===== config.mk =====
export PLATFORM = sky130hd
export DESIGN_NAME = delta_controller_input_loader
export DESIGN_NICKNAME = d
export VERILOG_FILES = /design/src/rtl/delta_controller_input_loader.sv
export SDC_FILE = /design/constraint.sdc
export NUM_CORES = 1
export LEC_CHECK = 0
export ABC_CLOCK_PERIOD_IN_PS = 3600
export BUFFER_PORTS_ARGS = -buffer_cell sky130_fd_sc_hd__buf_2
export CORE_ASPECT_RATIO = 0.7
export CORE_MARGIN = 2
export CORE_UTILIZATION = 56
export CTS_CLUSTER_DIAMETER = 30
export CTS_CLUSTER_SIZE = 25
export DETAILED_ROUTE_END_ITERATION = 8
export GPL_ROUTABILITY_DRIVEN = 0
export PLACE_DENSITY = 0.88
export SETUP_SLACK_MARGIN = 0.05
export SLEW_MARGIN = 20
export SYNTH_ARGS = -nofsm -noshare
export SYNTH_HDL_FRONTEND = slang
export SYNTH_SLANG_ARGS = --single-unit

===== constraint.sdc =====
create_clock -name clock -period 3.6 [get_ports clock]
set_input_delay 0.54 -clock clock [delete_from_list [all_inputs] [get_ports clock]]
set_output_delay 0.54 -clock clock [all_outputs]
set_load 0.005 [all_outputs]

===== src/rtl/delta_controller_input_loader.sv =====
//------------------------------------------------------------------------------
// delta_controller_input_loader
//
// Purpose:
//   Streams an input feature map out of DRAM as DRAM_W-bit words, packs every
//   four consecutive words into one LINE_W-bit line (word 0 in the low bits)
//   and writes the lines sequentially into the Input SRAM that feeds the PU
//   array. A load walks channels (ch), rows (r) and lines within a row (cl);
//   rows in DRAM are padded to a multiple of 8 elements, so every line is
//   always exactly four words.
//
// Ports:
//   clock / reset              rising-edge clock, asynchronous active-low reset
//   start                      load request, only sampled while idle
//   IC_Num, IRC_Size           channel count and square feature-map size
//   input_start_address        DRAM byte address of the first word
//   DRAM_Read / DRAM_Address   read request (held until DRAM_ReadDone) + address
//   DRAM_ReadData/ReadDone     read data, valid together with the done strobe
//   Input_SRAM_w_d/_w_addr     packed line and SRAM element address
//   Input_SRAM_w_en / _w_done  write request (held until done) + done strobe
//   busy                       high whenever the loader is not idle
//   finished                   one-cycle pulse when a load has completed
//------------------------------------------------------------------------------
module delta_controller_input_loader #(
   parameter int DRAM_W = 32,
   parameter int LINE_W = 128,
   parameter int ADDR_W = 32,
   parameter int CH_W   = 10,
   parameter int SIZE_W = 8
) (
   input  logic              clock,
   input  logic              reset,
   input  logic              start,
   input  logic [CH_W-1:0]   IC_Num,
   input  logic [SIZE_W-1:0] IRC_Size,
   input  logic [ADDR_W-1:0] input_start_address,
   output logic              DRAM_Read,
   output logic [ADDR_W-1:0] DRAM_Address,
   input  logic [DRAM_W-1:0] DRAM_ReadData,
   input  logic              DRAM_ReadDone,
   output logic [LINE_W-1:0] Input_SRAM_w_d,
   output logic [ADDR_W-1:0] Input_SRAM_w_addr,
   output logic              Input_SRAM_w_en,
   input  logic              Input_SRAM_w_done,
   output logic              busy,
   output logic              finished
);

   // Lines per row needs at most SIZE_W-2 bits: ceil((2^SIZE_W - 1) / 8).
   localparam int LPR_W = SIZE_W - 2;

   typedef enum logic [2:0] {
      ST_IDLE   = 3'd0,
      ST_CHECK  = 3'd1,
      ST_RD     = 3'd2,
      ST_WINC   = 3'd3,
      ST_WR     = 3'd4,
      ST_LINC   = 3'd5,
      ST_FINISH = 3'd6
   } state_t;

   state_t              r_state;
   state_t              w_next_state;

   // Latched configuration
   logic [CH_W-1:0]     r_ic_num;
   logic [SIZE_W-1:0]   r_size;
   logic [ADDR_W-1:0]   r_start_addr;
   logic [LPR_W-1:0]    r_lpr;

   // Traversal counters
   logic [CH_W-1:0]     r_ch;
   logic [SIZE_W-1:0]   r_r;
   logic [LPR_W-1:0]    r_cl;
   logic [1:0]          r_w;
   logic [ADDR_W-1:0]   r_word_cnt;
   logic [ADDR_W-1:0]   r_sram_addr;

   // Line being assembled; intentionally never cleared between lines
   logic [LINE_W-1:0]   r_line;

   // Registered outputs
   logic                r_dram_read;
   logic [ADDR_W-1:0]   r_dram_addr;
   logic                r_sram_w_en;
   logic                r_busy;
   logic                r_finished;

   // Combinational helpers
   logic [SIZE_W:0]     w_size_plus7;
   logic [LPR_W-1:0]    w_lpr_calc;
   logic [ADDR_W-1:0]   w_rd_addr;
   logic                w_load_empty;
   logic                w_cl_last;
   logic                w_r_last;

   // ceil(IRC_Size / 8) computed on the raw input, captured on start
   assign w_size_plus7 = {1'b0, IRC_Size} + (SIZE_W + 1)'(7);
   assign w_lpr_calc   = w_size_plus7[SIZE_W:3];

   // Byte address of the next word: base + 4 * words already read (wraps)
   assign w_rd_addr    = r_start_addr + {r_word_cnt[ADDR_W-3:0], 2'b00};

   // Load is complete once all channels are done, or it was empty to begin with
   assign w_load_empty = (r_ch == r_ic_num) ||
                         (r_ic_num == {CH_W{1'b0}}) ||
                         (r_size == {SIZE_W{1'b0}});

   // Wrap points of the line-in-row and row counters; only used in LINC,
   // where r_lpr and r_size are known to be non-zero
   assign w_cl_last    = (r_cl == (r_lpr - LPR_W'(1)));
   assign w_r_last     = (r_r == (r_size - SIZE_W'(1)));

   // Drive ports from their registers
   assign DRAM_Read         = r_dram_read;
   assign DRAM_Address      = r_dram_addr;
   assign Input_SRAM_w_en   = r_sram_w_en;
   assign Input_SRAM_w_d    = r_line;
   assign Input_SRAM_w_addr = r_sram_addr;
   assign busy              = r_busy;
   assign finished          = r_finished;

   // Next-state logic
   always_comb begin
      w_next_state = r_state;
      case (r_state)
         ST_IDLE: begin
            if (start) begin
               w_next_state = ST_CHECK;
            end else begin
               w_next_state = ST_IDLE;
            end
         end
         ST_CHECK: begin
            if (w_load_empty) begin
               w_next_state = ST_FINISH;
            end else begin
               w_next_state = ST_RD;
            end
         end
         ST_RD: begin
            if (DRAM_ReadDone) begin
               w_next_state = ST_WINC;
            end else begin
               w_next_state = ST_RD;
            end
         end
         ST_WINC: begin
            if (r_w == 2'd3) begin
               w_next_state = ST_WR;
            end else begin
               w_next_state = ST_RD;
            end
         end
         ST_WR: begin
            if (Input_SRAM_w_done) begin
               w_next_state = ST_LINC;
            end else begin
               w_next_state = ST_WR;
            end
         end
         ST_LINC: begin
            w_next_state = ST_CHECK;
         end
         ST_FINISH: begin
            w_next_state = ST_IDLE;
         end
         default: begin
            w_next_state = ST_IDLE;
         end
      endcase
   end

   // State register
   always_ff @(posedge clock or negedge reset) begin
      if (!reset) begin
         r_state <= ST_IDLE;
      end else begin
         r_state <= w_next_state;
      end
   end

   // Output registers, decoded from the state being entered so that each
   // output is valid for exactly the cycles spent in the matching state
   always_ff @(posedge clock or negedge reset) begin
      if (!reset) begin
         r_dram_read <= 1'b0;
         r_dram_addr <= {ADDR_W{1'b0}};
         r_sram_w_en <= 1'b0;
         r_busy      <= 1'b0;
         r_finished  <= 1'b0;
      end else begin
         r_dram_read <= (w_next_state == ST_RD);
         r_sram_w_en <= (w_next_state == ST_WR);
         r_busy      <= (w_next_state != ST_IDLE);
         r_finished  <= (w_next_state == ST_FINISH);
         // Word count only moves on leaving RD, so the address is stable
         // for the whole time a read is outstanding
         if (w_next_state == ST_RD) begin
            r_dram_addr <= w_rd_addr;
         end else begin
            r_dram_addr <= r_dram_addr;
         end
      end
   end

   // Configuration latch on start
   always_ff @(posedge clock or negedge reset) begin
      if (!reset) begin
         r_ic_num     <= {CH_W{1'b0}};
         r_size       <= {SIZE_W{1'b0}};
         r_start_addr <= {ADDR_W{1'b0}};
         r_lpr        <= {LPR_W{1'b0}};
      end else if ((r_state == ST_IDLE) && start) begin
         r_ic_num     <= IC_Num;
         r_size       <= IRC_Size;
         r_start_addr <= input_start_address;
         r_lpr        <= w_lpr_calc;
      end else begin
         r_ic_num     <= r_ic_num;
         r_size       <= r_size;
         r_start_addr <= r_start_addr;
         r_lpr        <= r_lpr;
      end
   end

   // Word capture into the line and DRAM word counter
   always_ff @(posedge clock or negedge reset) begin
      if (!reset) begin
         r_line     <= {LINE_W{1'b0}};
         r_word_cnt <= {ADDR_W{1'b0}};
         r_w        <= 2'd0;
      end else begin
         case (r_state)
            ST_IDLE: begin
               if (start) begin
                  r_word_cnt <= {ADDR_W{1'b0}};
                  r_w        <= 2'd0;
               end else begin
                  r_word_cnt <= r_word_cnt;
                  r_w        <= r_w;
               end
            end
            ST_RD: begin
               if (DRAM_ReadDone) begin
                  r_line[32'(r_w) * DRAM_W +: DRAM_W] <= DRAM_ReadData;
                  r_word_cnt <= r_word_cnt + ADDR_W'(1);
               end else begin
                  r_word_cnt <= r_word_cnt;
               end
            end
            ST_WINC: begin
               // Wraps 3 -> 0 naturally, ready for the next line
               r_w <= r_w + 2'd1;
            end
            default: begin
               r_line     <= r_line;
               r_word_cnt <= r_word_cnt;
               r_w        <= r_w;
            end
         endcase
      end
   end

   // Channel / row / line-in-row traversal and SRAM address
   always_ff @(posedge clock or negedge reset) begin
      if (!reset) begin
         r_ch        <= {CH_W{1'b0}};
         r_r         <= {SIZE_W{1'b0}};
         r_cl        <= {LPR_W{1'b0}};
         r_sram_addr <= {ADDR_W{1'b0}};
      end else begin
         case (r_state)
            ST_IDLE: begin
               if (start) begin
                  r_ch        <= {CH_W{1'b0}};
                  r_r         <= {SIZE_W{1'b0}};
                  r_cl        <= {LPR_W{1'b0}};
                  r_sram_addr <= {ADDR_W{1'b0}};
               end else begin
                  r_ch        <= r_ch;
                  r_r         <= r_r;
                  r_cl        <= r_cl;
                  r_sram_addr <= r_sram_addr;
               end
            end
            ST_LINC: begin
               // One line holds 8 sixteen-bit elements
               r_sram_addr <= r_sram_addr + ADDR_W'(8);
               if (w_cl_last) begin
                  r_cl <= {LPR_W{1'b0}};
                  if (w_r_last) begin
                     r_r  <= {SIZE_W{1'b0}};
                     r_ch <= r_ch + CH_W'(1);
                  end else begin
                     r_r  <= r_r + SIZE_W'(1);
                     r_ch <= r_ch;
                  end
               end else begin
                  r_cl <= r_cl + LPR_W'(1);
                  r_r  <= r_r;
                  r_ch <= r_ch;
               end
            end
            default: begin
               r_ch        <= r_ch;
               r_r         <= r_r;
               r_cl        <= r_cl;
               r_sram_addr <= r_sram_addr;
            end
         endcase
      end
   end

endmodule


Yosys cells after proc, flatten, opt, wreduce, memory -nomap -nowiden. Cells that the tools add are included.

Equal/unequal tests: 16. Muxes and demuxes: 24. Reduce and logical (&&, ||, !) cells: 16. Add/subtract/negate cells: 11. Shift-type cells: 2.

Operator list (count): bitwise mux 128 bit (1); case mux 32 bit (2 select lines) (2); variable shift 32 x 34 -> 128 bit, first input constant (1); indexed part select 32 x 34 -> 128 bit (1); 2-to-1 mux 32 bit (2); negator 7 -> 34 bit (1); adder 32 x 1 -> 32 bit, second input constant (1); adder 32 bit (1); adder 32 x 4 -> 32 bit, second input constant (1); 2-to-1 mux 10 bit (3); 2-to-1 mux 8 bit (3); case mux 10 bit (2 select lines) (1); case mux 3 bit (6 select lines) (1); case mux 8 bit (2 select lines) (1); equality test 3 bit, second input constant (4); 2-to-1 mux 6 bit (2); case mux 6 bit (2 select lines) (1); adder 10 x 1 -> 10 bit, second input constant (1); equality test 10 bit (1); logical NOT 10 bit (1); adder 8 x 3 -> 9 bit, second input constant (1); equality test 3 x 2 -> 1 bit, second input constant (3); adder 8 x 1 -> 8 bit, second input constant (1); equality test 8 bit (1); other kinds (21) (33).

Input port bits: 87. Flip-flop bits (word level): 313.

Depth between registers and ports, before layout. Gate-level depths: netlist of the first run.

Depth after elaboration: 6. Depth in mapped cells: 12.

Least setup slack after synthesis of the first run. OpenSTA, ideal clock, no wires.

Path type: flip-flop to flip-flop. From: reg r_word_cnt[0]. To: reg r_dram_addr[28] (netlist: DRAM_Address[28]). Period minus slack after synthesis: 2557 ps. Path buffers: 0. Stages on the path, launching flop included: 13. Arrival time: 2425 ps. Path slack: 1043 ps. Cells stage by stage: dfrtp_1 > ha_1 > inv_1 > fa_1 > nor2b_1 > o31a_1 > o22ai_1 > o211ai_1 > o311a_1 > a211oi_1 > o21bai_1 > xnor2_1 > o21ai_1.

Word-level cells in the longest chain between the ends: 1.

Ends and longest elaborated chain: from (decl) (RTL line 76) `logic [ADDR_W-1:0] r_word_cnt;`; from (signal assigned) (RTL line 231) `r_word_cnt <= {ADDR_W{1'b0}};`; from (signal assigned) (RTL line 237) `r_word_cnt <= {ADDR_W{1'b0}};`; from (signal assigned) (RTL line 240) `r_word_cnt <= r_word_cnt;`; adder 32 bit (RTL line 102) `assign w_rd_addr = r_start_addr + {r_word_cnt[ADDR_W-3:0], 2'b00};`; to (signal assigned) (RTL line 188) `r_dram_addr <= {ADDR_W{1'b0}};`; to (signal assigned) (RTL line 200) `r_dram_addr <= w_rd_addr;`; to (signal assigned) (RTL line 202) `r_dram_addr <= r_dram_addr;`; to (decl) (RTL line 84) `logic [ADDR_W-1:0] r_dram_addr;`.

No other way between the ends. A chain may end at the register's enable or synchronous reset.

Final worst setup path of the first run.
From: reg r_size[0]. To: reg r_ch[5].

Word-level cells in the longest chain between the ends: 4.

Ends and longest elaborated chain: from (decl) (RTL line 67) `logic [SIZE_W-1:0] r_size;`; from (signal assigned) (RTL line 211) `r_size <= {SIZE_W{1'b0}};`; from (signal assigned) (RTL line 216) `r_size <= IRC_Size;`; from (signal assigned) (RTL line 221) `r_size <= r_size;`; subtractor 8 x 1 -> 8 bit (RTL line 112) `assign w_r_last = (r_r == (r_size - SIZE_W'(1)));`; equality test 8 bit (RTL line 112); inequality test 2 bit (no line); AND reduction 4 bit (no line); to (signal assigned) (RTL line 268) `r_ch <= {CH_W{1'b0}};`; to (signal assigned) (RTL line 276) `r_ch <= {CH_W{1'b0}};`; to (signal assigned) (RTL line 281) `r_ch <= r_ch;`; to (decl) (RTL line 72) `logic [CH_W-1:0] r_ch;`.

No other way between the ends.

==> results of run 1 <==
layout make-up:
cell class,count,area share [%]
clock buffer,56,7.02
clock inverter,28,1.80
timing repair buffer,296,8.69
sequential,308,42.5
inverter,16,0.332
tap,357,2.47
multi-input combinational,1244,37.1
antenna,1,0.0138
power by group:
group	leakage [nW]	internal (mW)	switching (mW)	total, mW
clock	0.781	2.85	1.72	4.57
sequential	4.13	4.57	0.831	5.40
combinational	4.15	1.81	2.99	4.80
total	9.07	9.22	5.54	14.8
cell usage after synthesis, types with 10 or more instances:
library cell / count / area [µm²]
nand2_1: 524 / 1970
dfrtp_1: 308 / 7710
o21ai_0: 209 / 1050
clkbuf_1: 71 / 267
nor2_1: 57 / 214
nand3_1: 54 / 270
xor2_1: 53 / 464
ha_1: 43 / 538
a21oi_1: 36 / 180
xnor2_1: 36 / 315
and3_1: 23 / 144
nand4_1: 22 / 138
o21ai_1: 20 / 100
inv_1: 16 / 60.1
o31ai_1: 15 / 113
a21o_1: 12 / 90.1
o211ai_1: 11 / 82.6
or3_1: 10 / 62.6
logic make-up (layout without fill, tap and decap cells):
kind of cell | count (synthesis) | in the layout
flip-flops | 308 | 308
AND/OR/NAND/NOR | 748 | 748
multiplexers | 8 | 8
other | 1 | 4
AO/OA/AOI/OAI | 352 | 352
adder cells (fa/ha/maj) | 44 | 44
XOR/XNOR | 89 | 89
buffers and inverters | 96 | 396
worst paths after layout:
| kind | endpoint | slack, ns | cells after the start |
|---|---|---|---|
| max reg2reg | r_ch[5]$_DFFE_PN0P_ | 0.65 | 10 |
| max in group asynchronous | Input_SRAM_w_d[39]$_DFFE_PN0P_ | 2.07 | 3 |
| min reg2reg | DRAM_Address[1]$_DFFE_PN0N_ | 0.47 | 2 |
| min | r_start_addr[23]$_DFFE_PN0P_ | 0.18 | 3 |
| max | r_ch[5]$_DFFE_PN0P_ | 0.65 | 10 |
| min in group asynchronous | DRAM_Read$_DFF_PN0_ | 0.57 | 2 |
through the flow:
step	hold WS [ns]	worst slack, ns	power (mW)	utilization, %
2_1_floorplan	0.244	1.04	8.10	-
3_3_place_gp	0.448	0.776	9.82	63.9
3_5_place_dp	0.464	0.718	10.1	63.9
4_1_cts	0.161	0.706	14.8	70.1
5_1_grt	0.171	0.466	15.7	70.2
6_report	0.179	0.650	14.8	70.2
layer usage:
metal	GRT usage (%)	share of wire (%)
met1	40.7	41
met2	46.9	46
met3	7.51	9.7
met4	11.6	3.0
met5	0	0.032
state kept, by name, summed over array words and instances (netlist names), 2 cells and up:
register,flops
DRAM_Address,32
Input_SRAM_w_addr,29
Input_SRAM_w_d,128
r_ch,10
r_cl,6
r_ic_num,10
r_lpr,6
r_r,8
r_size,8
r_start_addr,32
r_state,3
r_w,2
r_word_cnt,30
worst max-delay path: stages, from the launching register on:
cell,delay [ns]
dfrtp_1,0.41
inv_1,0.11
ha_1,0.21
nor4bb_1,0.31
nand2_1,0.12
a211oi_2,0.40
a41oi_2,0.24
nor2_4,0.37
nand4_1,0.17
or3_1,0.38
a21oi_1,0.15
==> results.ini, run 1 <==
[routing]
route.vias.total=13200
wire_per_inst_um=17.9
drt_iter0_markers=1155
vias_per_cell=5.74
final_antenna_net_count=0
wl_mm=41.2
drc_errors=0
first_pass_iters=6

[logic_synthesis]
ys_async_sr_fraction_pct=100
synth.area.mux_share_pct=0.560
ys_seq_elements=308
yosysSeqAreaShare_pct=52.2
synth_compound_area_share_pct=13.8
ys_types=66
synthFlopType=dfrtp_1
synth_edf_count=0
synthXorXnorAreaFrac_pct=5.28
yosysWarnings=0
synth_simple_gate_area_share_pct=21.8
synth_adder_area_share_pct=3.78
synth_top_family_by_area=simple AND/OR/NAND/NOR gates
syn-instance-count=1646
synth_area_um2=14800
avgSynthCellArea_um2=8.96

[worst_setup_path]
critPathMaxFanout=14
startpoint=r_size[0]$_DFFE_PN0P_
required_ns=4.06
r2r_start=r_size[0]$_DFFE_PN0P_
crit_arrival_ns=3.41
cp-start-kind=flop
worstSetupEndpointType=flop
crit_type=flop to flop

[clock_network]
clockBufferDepth=3
cts_made_buffers=47
clk_latency_ns=0.56
htree_levels=2
root_buffer=clkbuf_16
post_cts_resized=0
path_clk_slew_ns=0.07
postCtsSetupRepairBufs=0
postCtsHoldBufs=1
tritoncts=yes
cts_num_sinks=308

[timing]
skew_ns=0.0284
drv_slew=0
fin_crit_sh_pct=81.9
rsz0062_at_grt=no
tightest_slew_ns=1.12
relSlewSlack_pct=25.3
period_minus_slack_ns=2.95
setup_viol=0
setup_tns_ns=0
hold_viol=0
max_freq_mhz=339

[layout]
syn_to_final_growth_pct=22.8
most-common-layout-cells=nand2_1 (520), dfrtp_1 (308), buf_2 (278)
final_cells=2306
layout.area.seq_um2=7710
multi_input_area_um2=6730
final_common_cell=nand2_1
drive_gt1_share_pct=20.5
num-nets-final=2044
fin_area_um2=18100
final.fill_count=1911

[power_and_ir_drop]
ir_drop_v=0.000577
p_per_area_nw_per_um2=815
leakagePower_nw=9.07

[global_route]
track_usage_pct=30.1
grt_pass1_wl_mm=66.6
grt_start_max_net_pins=92
grt_antenna_before_repair=2
grt_pass1_vias=13000
gr-total-overflow=0

[floorplanning]
die-area_um2=27700
start_util_pct=57.2
rows=49
io_pins=283
coreArea_um2=25800
die_w_um=198
fp.dieH_um=140

[placement]
portBuffers=279
place_inst=2220
hpwlAfterDp_mm=28.0
dpl_cell_area_um2=16500

[run]
timing.max_cap.violations=0

[min_path]
hold_start=input_start_address[23]
hp-class=primary input to flop

[status]
status=complete, no violations

No activity file was read; power rests on OpenSTA's default activity.
==> run 2: changes to the inputs <==
--- a/config.mk
+++ b/config.mk
@@ -5,11 +5,12 @@
 export SDC_FILE = /design/constraint.sdc
 export NUM_CORES = 1
 export LEC_CHECK = 0
-export ABC_CLOCK_PERIOD_IN_PS = 3600
+export ABC_AREA = 1
+export ABC_CLOCK_PERIOD_IN_PS = 2800
 export BUFFER_PORTS_ARGS = -buffer_cell sky130_fd_sc_hd__buf_2
 export CORE_ASPECT_RATIO = 0.7
 export CORE_MARGIN = 2
-export CORE_UTILIZATION = 56
+export CORE_UTILIZATION = 57
 export CTS_CLUSTER_DIAMETER = 30
 export CTS_CLUSTER_SIZE = 25
 export DETAILED_ROUTE_END_ITERATION = 8
==> constraint.sdc (replaced) <==
create_clock -name clock -period 2.8 [get_ports clock]
set_input_delay 0.42 -clock clock [delete_from_list [all_inputs] [get_ports clock]]
set_output_delay 0.42 -clock clock [all_outputs]
set_load 0.005 [all_outputs]
==> run 2 against run 1 <==
Setup slack got worse by 0.37 ns. Global-route usage rose by 2.7 points. Synthesized cell count rose by 35%. Register-to-register slack got worse by 0.37 ns. Via count rose by 28%. Count of clock-buffer cells in the layout rose by 6. Sequential share of layout area fell by 4.7 points. Sequential cell count did not move.
==> results.ini, run 2 <==
[routing]
final_antenna_net_count=0
vias_per_cell=5.79
route.vias.total=16900
drt_iter0_markers=2117
drc_errors=0
first_pass_iters=6
wl_mm=50.9
wire_per_inst_um=17.4

[clock_network]
htree_levels=2
clk_latency_ns=0.58
tritoncts=yes
root_buffer=clkbuf_16
cts_num_sinks=308
path_clk_slew_ns=0.06
cts_made_buffers=51
clockBufferDepth=3

[floorplanning]
coreArea_um2=28900
io_pins=283
die-area_um2=30800
die_w_um=209
rows=52
fp.dieH_um=147
start_util_pct=57.9

[worst_setup_path]
critPathMaxFanout=11
crit_arrival_ns=2.97
crit_type=flop to flop
worstSetupEndpointType=flop
max_stage_delay_ns=0.38
critPathTopFamily=simple AND/OR/NAND/NOR gates
required_ns=3.25
slowest_stage=dfrtp_1
cp-start-kind=flop
worstPathCellList=inv_1 > ha_1 > nand2_1 > nand2_1 > nand2_1 > nand2_1 > o21ai_0 > nor2_1 > nand3_1 > nand2_1 > buf_4 > nand3_1 > nand2_1 > nand2_1
crit_top_cell=nand2_1
crit_buf_inv=2

[layout]
num-nets-final=2631
largest_reg_flops=128
syn_to_final_growth_pct=21.9
final_cells=2922
final_common_cell=nand2_1
most-common-layout-cells=nand2_1 (706), dfrtp_1 (308), buf_2 (278)
final.fill_count=2200
fin_area_um2=20400
drive_gt1_share_pct=16.4
utilization_pct=70.6

[logic_synthesis]
ys_seq_elements=308
synth_common_cells=nand2_1 (706), dfrtp_1 (308), inv_1 (222)
yosysWarnings=0
synth_area_um2=16700
yosysSeqAreaShare_pct=46.1
ys_types=43
synth_most_common_cell=nand2_1
yosysTopAreaCellShare_pct=46.1
avgSynthCellArea_um2=7.52
synth_area_leaders=dfrtp_1 (46%), nand2_1 (16%), o21ai_0 (6.5%)
syn-instance-count=2224
ys_async_sr_fraction_pct=100
synth_edf_count=0
synthFlopType=dfrtp_1
synth_top_area_cell=dfrtp_1

[global_route]
grt_pass1_wl_mm=81.8
grt_start_max_net_pins=107
gr-total-overflow=0
track_usage_pct=32.8
grt_pass1_vias=16000
grt_antenna_before_repair=4

[placement]
dpl_cell_area_um2=18500
place_inst=2824
hpwlAfterDp_mm=35.7
portBuffers=279

[power_and_ir_drop]
ir_drop_v=0.000697
p_per_area_nw_per_um2=1060
leakagePower_nw=10.9
total_power_mw=21.5

[timing]
rsz0062_at_grt=no
setup_viol=0
tightest_slew_ns=1.03
setup_tns_ns=0
period_minus_slack_ns=2.52
skew_ns=0.0204
hold_viol=0
relSlewSlack_pct=30.9
max_freq_mhz=396
fin_crit_sh_pct=90.1
drv_slew=0

[min_path]
hp-class=primary input to flop

[run]
timing.max_cap.violations=0

[status]
status=complete, no violations

==> run 2: repair_timing <==
action | 4_1_cts | 5_1_grt
hold buffers | 1 | 0
buffers inserted | 0 | 0
resized for setup | 0 | 1
setup endpoints to repair | 0 | 20
endpoints found under the hold margin | 87 | 0
==> run 2: cells by family after synthesis <==
group           Yosys count  synth area share [%]
buf+inv                 316                  7.29
xor+xnor                 51                  2.67
other cells               1                0.0224
mux                       1                0.0598
compound gates          334                  10.9
simple gates           1169                  29.6
flops                   308                  46.1
fa+ha+maj                44                  3.34
==> run 2: report_power, final <==
group / switching (mW) / internal, mW
Clock: 2.40 / 4.18
Sequential: 1.24 / 6.09
Combinational: 4.91 / 2.70
==> run 2: worst register-to-register path, stage by stage, from the launching register on <==
cell     delay [ns]
dfrtp_1        0.38
inv_1          0.16
ha_1           0.25
nand2_1        0.11
nand2_1        0.10
nand2_1        0.06
nand2_1        0.06
o21ai_0        0.07
nor2_1         0.11
nand3_1        0.22
nand2_1        0.13
buf_4          0.19
nand3_1        0.32
nand2_1        0.19
nand2_1        0.07
==> run 2: stage by stage <==
stage / setup slack [ns] / hold slack, ns
2_1_floorplan: 0.476 / 0.124
3_3_place_gp: 0.384 / 0.464
3_5_place_dp: 0.261 / 0.464
4_1_cts: 0.246 / 0.0287
5_1_grt: 0.0708 / 0.0349
6_report: 0.277 / 0.0445
==> run 2: layout make-up <==
type	count	area, µm²	share of cell area [%]
multi-input combinational	1602	7820	38.4
clock inverter	33	463	2.27
tap	378	473	2.32
timing repair buffer	309	1700	8.34
clock buffer	62	1360	6.67
inverter	228	856	4.20
sequential	308	7710	37.8
antenna	2	5.00	0.0246
==> run 2: metal layers <==
metal,vias up,GRT usage (%),routed length (µm)
met3,185,6.69,5730
met2,1065,50.4,22600
li1,7809,-,-
met5,-,0,24
met4,4,13.3,1800
met1,7860,45.8,20700
==> run 2: worst paths after layout <==
check                                             from  slack [ns]  cells after the start                             end
setup / recovery                 r_size[0]$_DFFE_PN0P_        0.28                     14             r_ch[0]$_DFFE_PN0P_
hold / removal                 input_start_address[30]        0.04                      3    r_start_addr[30]$_DFFE_PN0P_
setup reg to reg                 r_size[0]$_DFFE_PN0P_        0.28                     14             r_ch[0]$_DFFE_PN0P_
hold reg to reg            r_start_addr[0]$_DFFE_PN0P_        0.48                      2     DRAM_Address[0]$_DFFE_PN0N_
max in group asynchronous                        reset        1.56                      3  Input_SRAM_w_d[82]$_DFFE_PN0P_
min in group asynchronous                        reset        0.48                      2    r_start_addr[11]$_DFFE_PN0P_
==> run 3: changes to the inputs <==
--- a/config.mk
+++ b/config.mk
@@ -8,14 +8,17 @@
 export ABC_AREA = 1
 export ABC_CLOCK_PERIOD_IN_PS = 2800
 export BUFFER_PORTS_ARGS = -buffer_cell sky130_fd_sc_hd__buf_2
+export CELL_PAD_IN_SITES_DETAIL_PLACEMENT = 2
+export CELL_PAD_IN_SITES_GLOBAL_PLACEMENT = 2
 export CORE_ASPECT_RATIO = 0.7
 export CORE_MARGIN = 2
-export CORE_UTILIZATION = 57
+export CORE_UTILIZATION = 32
 export CTS_CLUSTER_DIAMETER = 30
 export CTS_CLUSTER_SIZE = 25
 export DETAILED_ROUTE_END_ITERATION = 8
 export GPL_ROUTABILITY_DRIVEN = 0
-export PLACE_DENSITY = 0.88
+export PLACE_DENSITY = 0.87
+export RECOVER_POWER = 50
 export SETUP_SLACK_MARGIN = 0.05
 export SLEW_MARGIN = 20
 export SYNTH_ARGS = -nofsm -noshare
==> run 3 against run 2 <==
The flow now finishes with violations (max-capacitance violations, max-slew violations). Critical path depth stayed put. Register-to-register slack worse by 0.15 ns. Sequential share of layout area is 2.5 points lower. Total power grew 22%. Utilization down 29 points. Maximum frequency shrank 5.5%. Hold slack got worse by 0.0083 ns. Clock skew rose by 0.011 ns. Largest power group is now the clock network.
==> results.ini, run 3 (synthesized netlist as in run 2, its figures left out) <==
[worst_setup_path]
cp-start-kind=flop
critPathTopFamily=simple AND/OR/NAND/NOR gates
worstSetupEndpointType=flop
r2r_start=r_word_cnt[0]$_DFFE_PN0P_
r2r_slack_ns=0.13
critPathMaxFanout=4
worstPathCellList=ha_1 > inv_1 > fa_1 > inv_1 > nand2_1 > nand3_1 > nand2_1 > nand2_1 > nand2_1 > nand3_1 > nand2_1 > nand2_1 > nand2_1 > nand2_1
slowest_stage=fa_1
r2r_cells=14
crit_type=flop to flop
crit_top_cell=nand2_1
max_stage_delay_ns=0.50
crit_arrival_ns=3.23
r2r_end=DRAM_Address[28]$_DFFE_PN0N_
required_ns=3.36
crit_buf_inv=2

[placement]
portBuffers=279
dpl_cell_area_um2=19000
hpwlAfterDp_mm=52.0

[layout]
utilization_pct=42.0
final_common_cell=nand2_1
most-common-layout-cells=nand2_1 (704), dfrtp_1 (308), inv_1 (222)
syn_to_final_growth_pct=30.5
largest_reg_flops=128
fin_area_um2=21800
drive_gt1_share_pct=16.0
final.fill_count=5880
num-nets-final=2681

[floorplanning]
fp.dieH_um=195
coreArea_um2=51900
die-area_um2=54100
die_w_um=277
io_pins=283
start_util_pct=32.2
rows=70

[status]
status=finished, violations left
violations=max-capacitance violations, max-slew violations

[global_route]
grt_antenna_before_repair=4
grt_pass1_wl_mm=133
track_usage_pct=31.8
grt_pass1_vias=21100
grt_start_max_net_pins=80
gr-total-overflow=0

[clock_network]
postCtsSetupRepairBufs=0
cts_num_sinks=308
clk_latency_ns=0.63
clockBufferDepth=3
tritoncts=yes
cts_made_buffers=81
path_clk_slew_ns=0.06
htree_levels=3
root_buffer=clkbuf_16

[power_and_ir_drop]
p_per_area_nw_per_um2=1200
leakagePower_nw=11.2
ir_drop_v=0.000489

[timing]
period_minus_slack_ns=2.67
hold_viol=0
fin_crit_sh_pct=95.3
max_freq_mhz=375
tightest_slew_ns=2.14
hold_ws_ns=0.0361
setup_viol=0
relSlewSlack_pct=-42.9
rsz0062_at_grt=no
drv_slew=61
setup_tns_ns=0
skew_ns=0.0318

[min_path]
whs_path_depth=3
hold_start=input_start_address[26]
hp-class=primary input to flop
hold_path_end=r_start_addr[26]$_DFFE_PN0P_

[routing]
drt_iter0_markers=1343
vias_per_cell=5.58
first_pass_iters=5
route.vias.total=18400
final_antenna_net_count=0
wire_per_inst_um=26.1
drc_errors=0
wl_mm=86.1

[run]
timing.max_cap.violations=1

==> run 3: stage by stage <==
step / worst slack, ns / total power [mW] / cells
after global placement: 0.603 / 14.9 / 3140
final: 0.131 / 26.3 / 3300
after floorplan: 0.476 / 11.6 / 2226
after global routing: 0.0579 / 27.5 / 3298
after detailed placement: 0.303 / 15.6 / 3140
after CTS: 0.121 / 26.3 / 3296
==> run 3: per-layer routing <==
layer  track usage (%)  vias to the layer above  part of all wire [%]
li1                  -                     7914                     -
met1              39.2                     9482                    41
met2              54.0                      807                    48
met3              7.17                      219                   6.8
met4              12.6                        2                   3.4
met5                 0                        -                  0.15
==> run 3: worst max-delay path by stage <==
stage | from | end | slack (ns) | depth (start not counted)
final | r_word_cnt[0]$_DFFE_PN0P_ | DRAM_Address[28]$_DFFE_PN0N_ | 0.13 | 14
after global routing | reset | Input_SRAM_w_d[117]$_DFFE_PN0P_ | 0.06 | 3
after CTS | r_lpr[0]$_DFFE_PN0P_ | r_r[4]$_DFFE_PN0P_ | 0.12 | 10
after detailed placement | r_size[0]$_DFFE_PN0P_ | r_ch[7]$_DFFE_PN0P_ | 0.30 | 11
after global placement | r_size[0]$_DFFE_PN0P_ | r_ch[0]$_DFFE_PN0P_ | 0.60 | 13
after floorplan | r_w[0]$_DFFE_PN0P_ | Input_SRAM_w_d[66]$_DFFE_PN0P_ | 0.48 | 11
==> run 3: timing repair <==
item                       CTS  global route
setup endpoints to repair    2            17
hold endpoints to repair    60             0
resized for setup            1             5
hold buffers                11             0
cloned                       0             0
==> run 3: final cells by class <==
class / count / area (µm²) / share of cell area (%)
antenna: 4 / 10.0 / 0.0458
timing repair buffer: 329 / 1750 / 8.01
tap: 684 / 856 / 3.92
clock inverter: 43 / 579 / 2.65
sequential: 308 / 7710 / 35.3
clock buffer: 102 / 2250 / 10.3
multi-input combinational: 1602 / 7830 / 35.9
inverter: 228 / 856 / 3.92
==> run 3: power by group <==
part | leakage (nW) | internal [mW] | switching, mW
registers | 4.05 | 6.10 | 1.47
logic | 5.79 | 2.68 | 6.12
clock network | 1.38 | 6.61 | 3.30
total | 11.2 | 15.4 | 10.9
==> run 3: worst reg2reg max path, stage by stage, from the launching register on <==
cell and delay (ns):
dfrtp_1 0.47, ha_1 0.25, inv_1 0.11, fa_1 0.50
inv_1 0.15, nand2_1 0.07, nand3_1 0.21, nand2_1 0.10
nand2_1 0.15, nand2_1 0.17, nand3_1 0.13, nand2_1 0.07
nand2_1 0.07, nand2_1 0.06, nand2_1 0.12
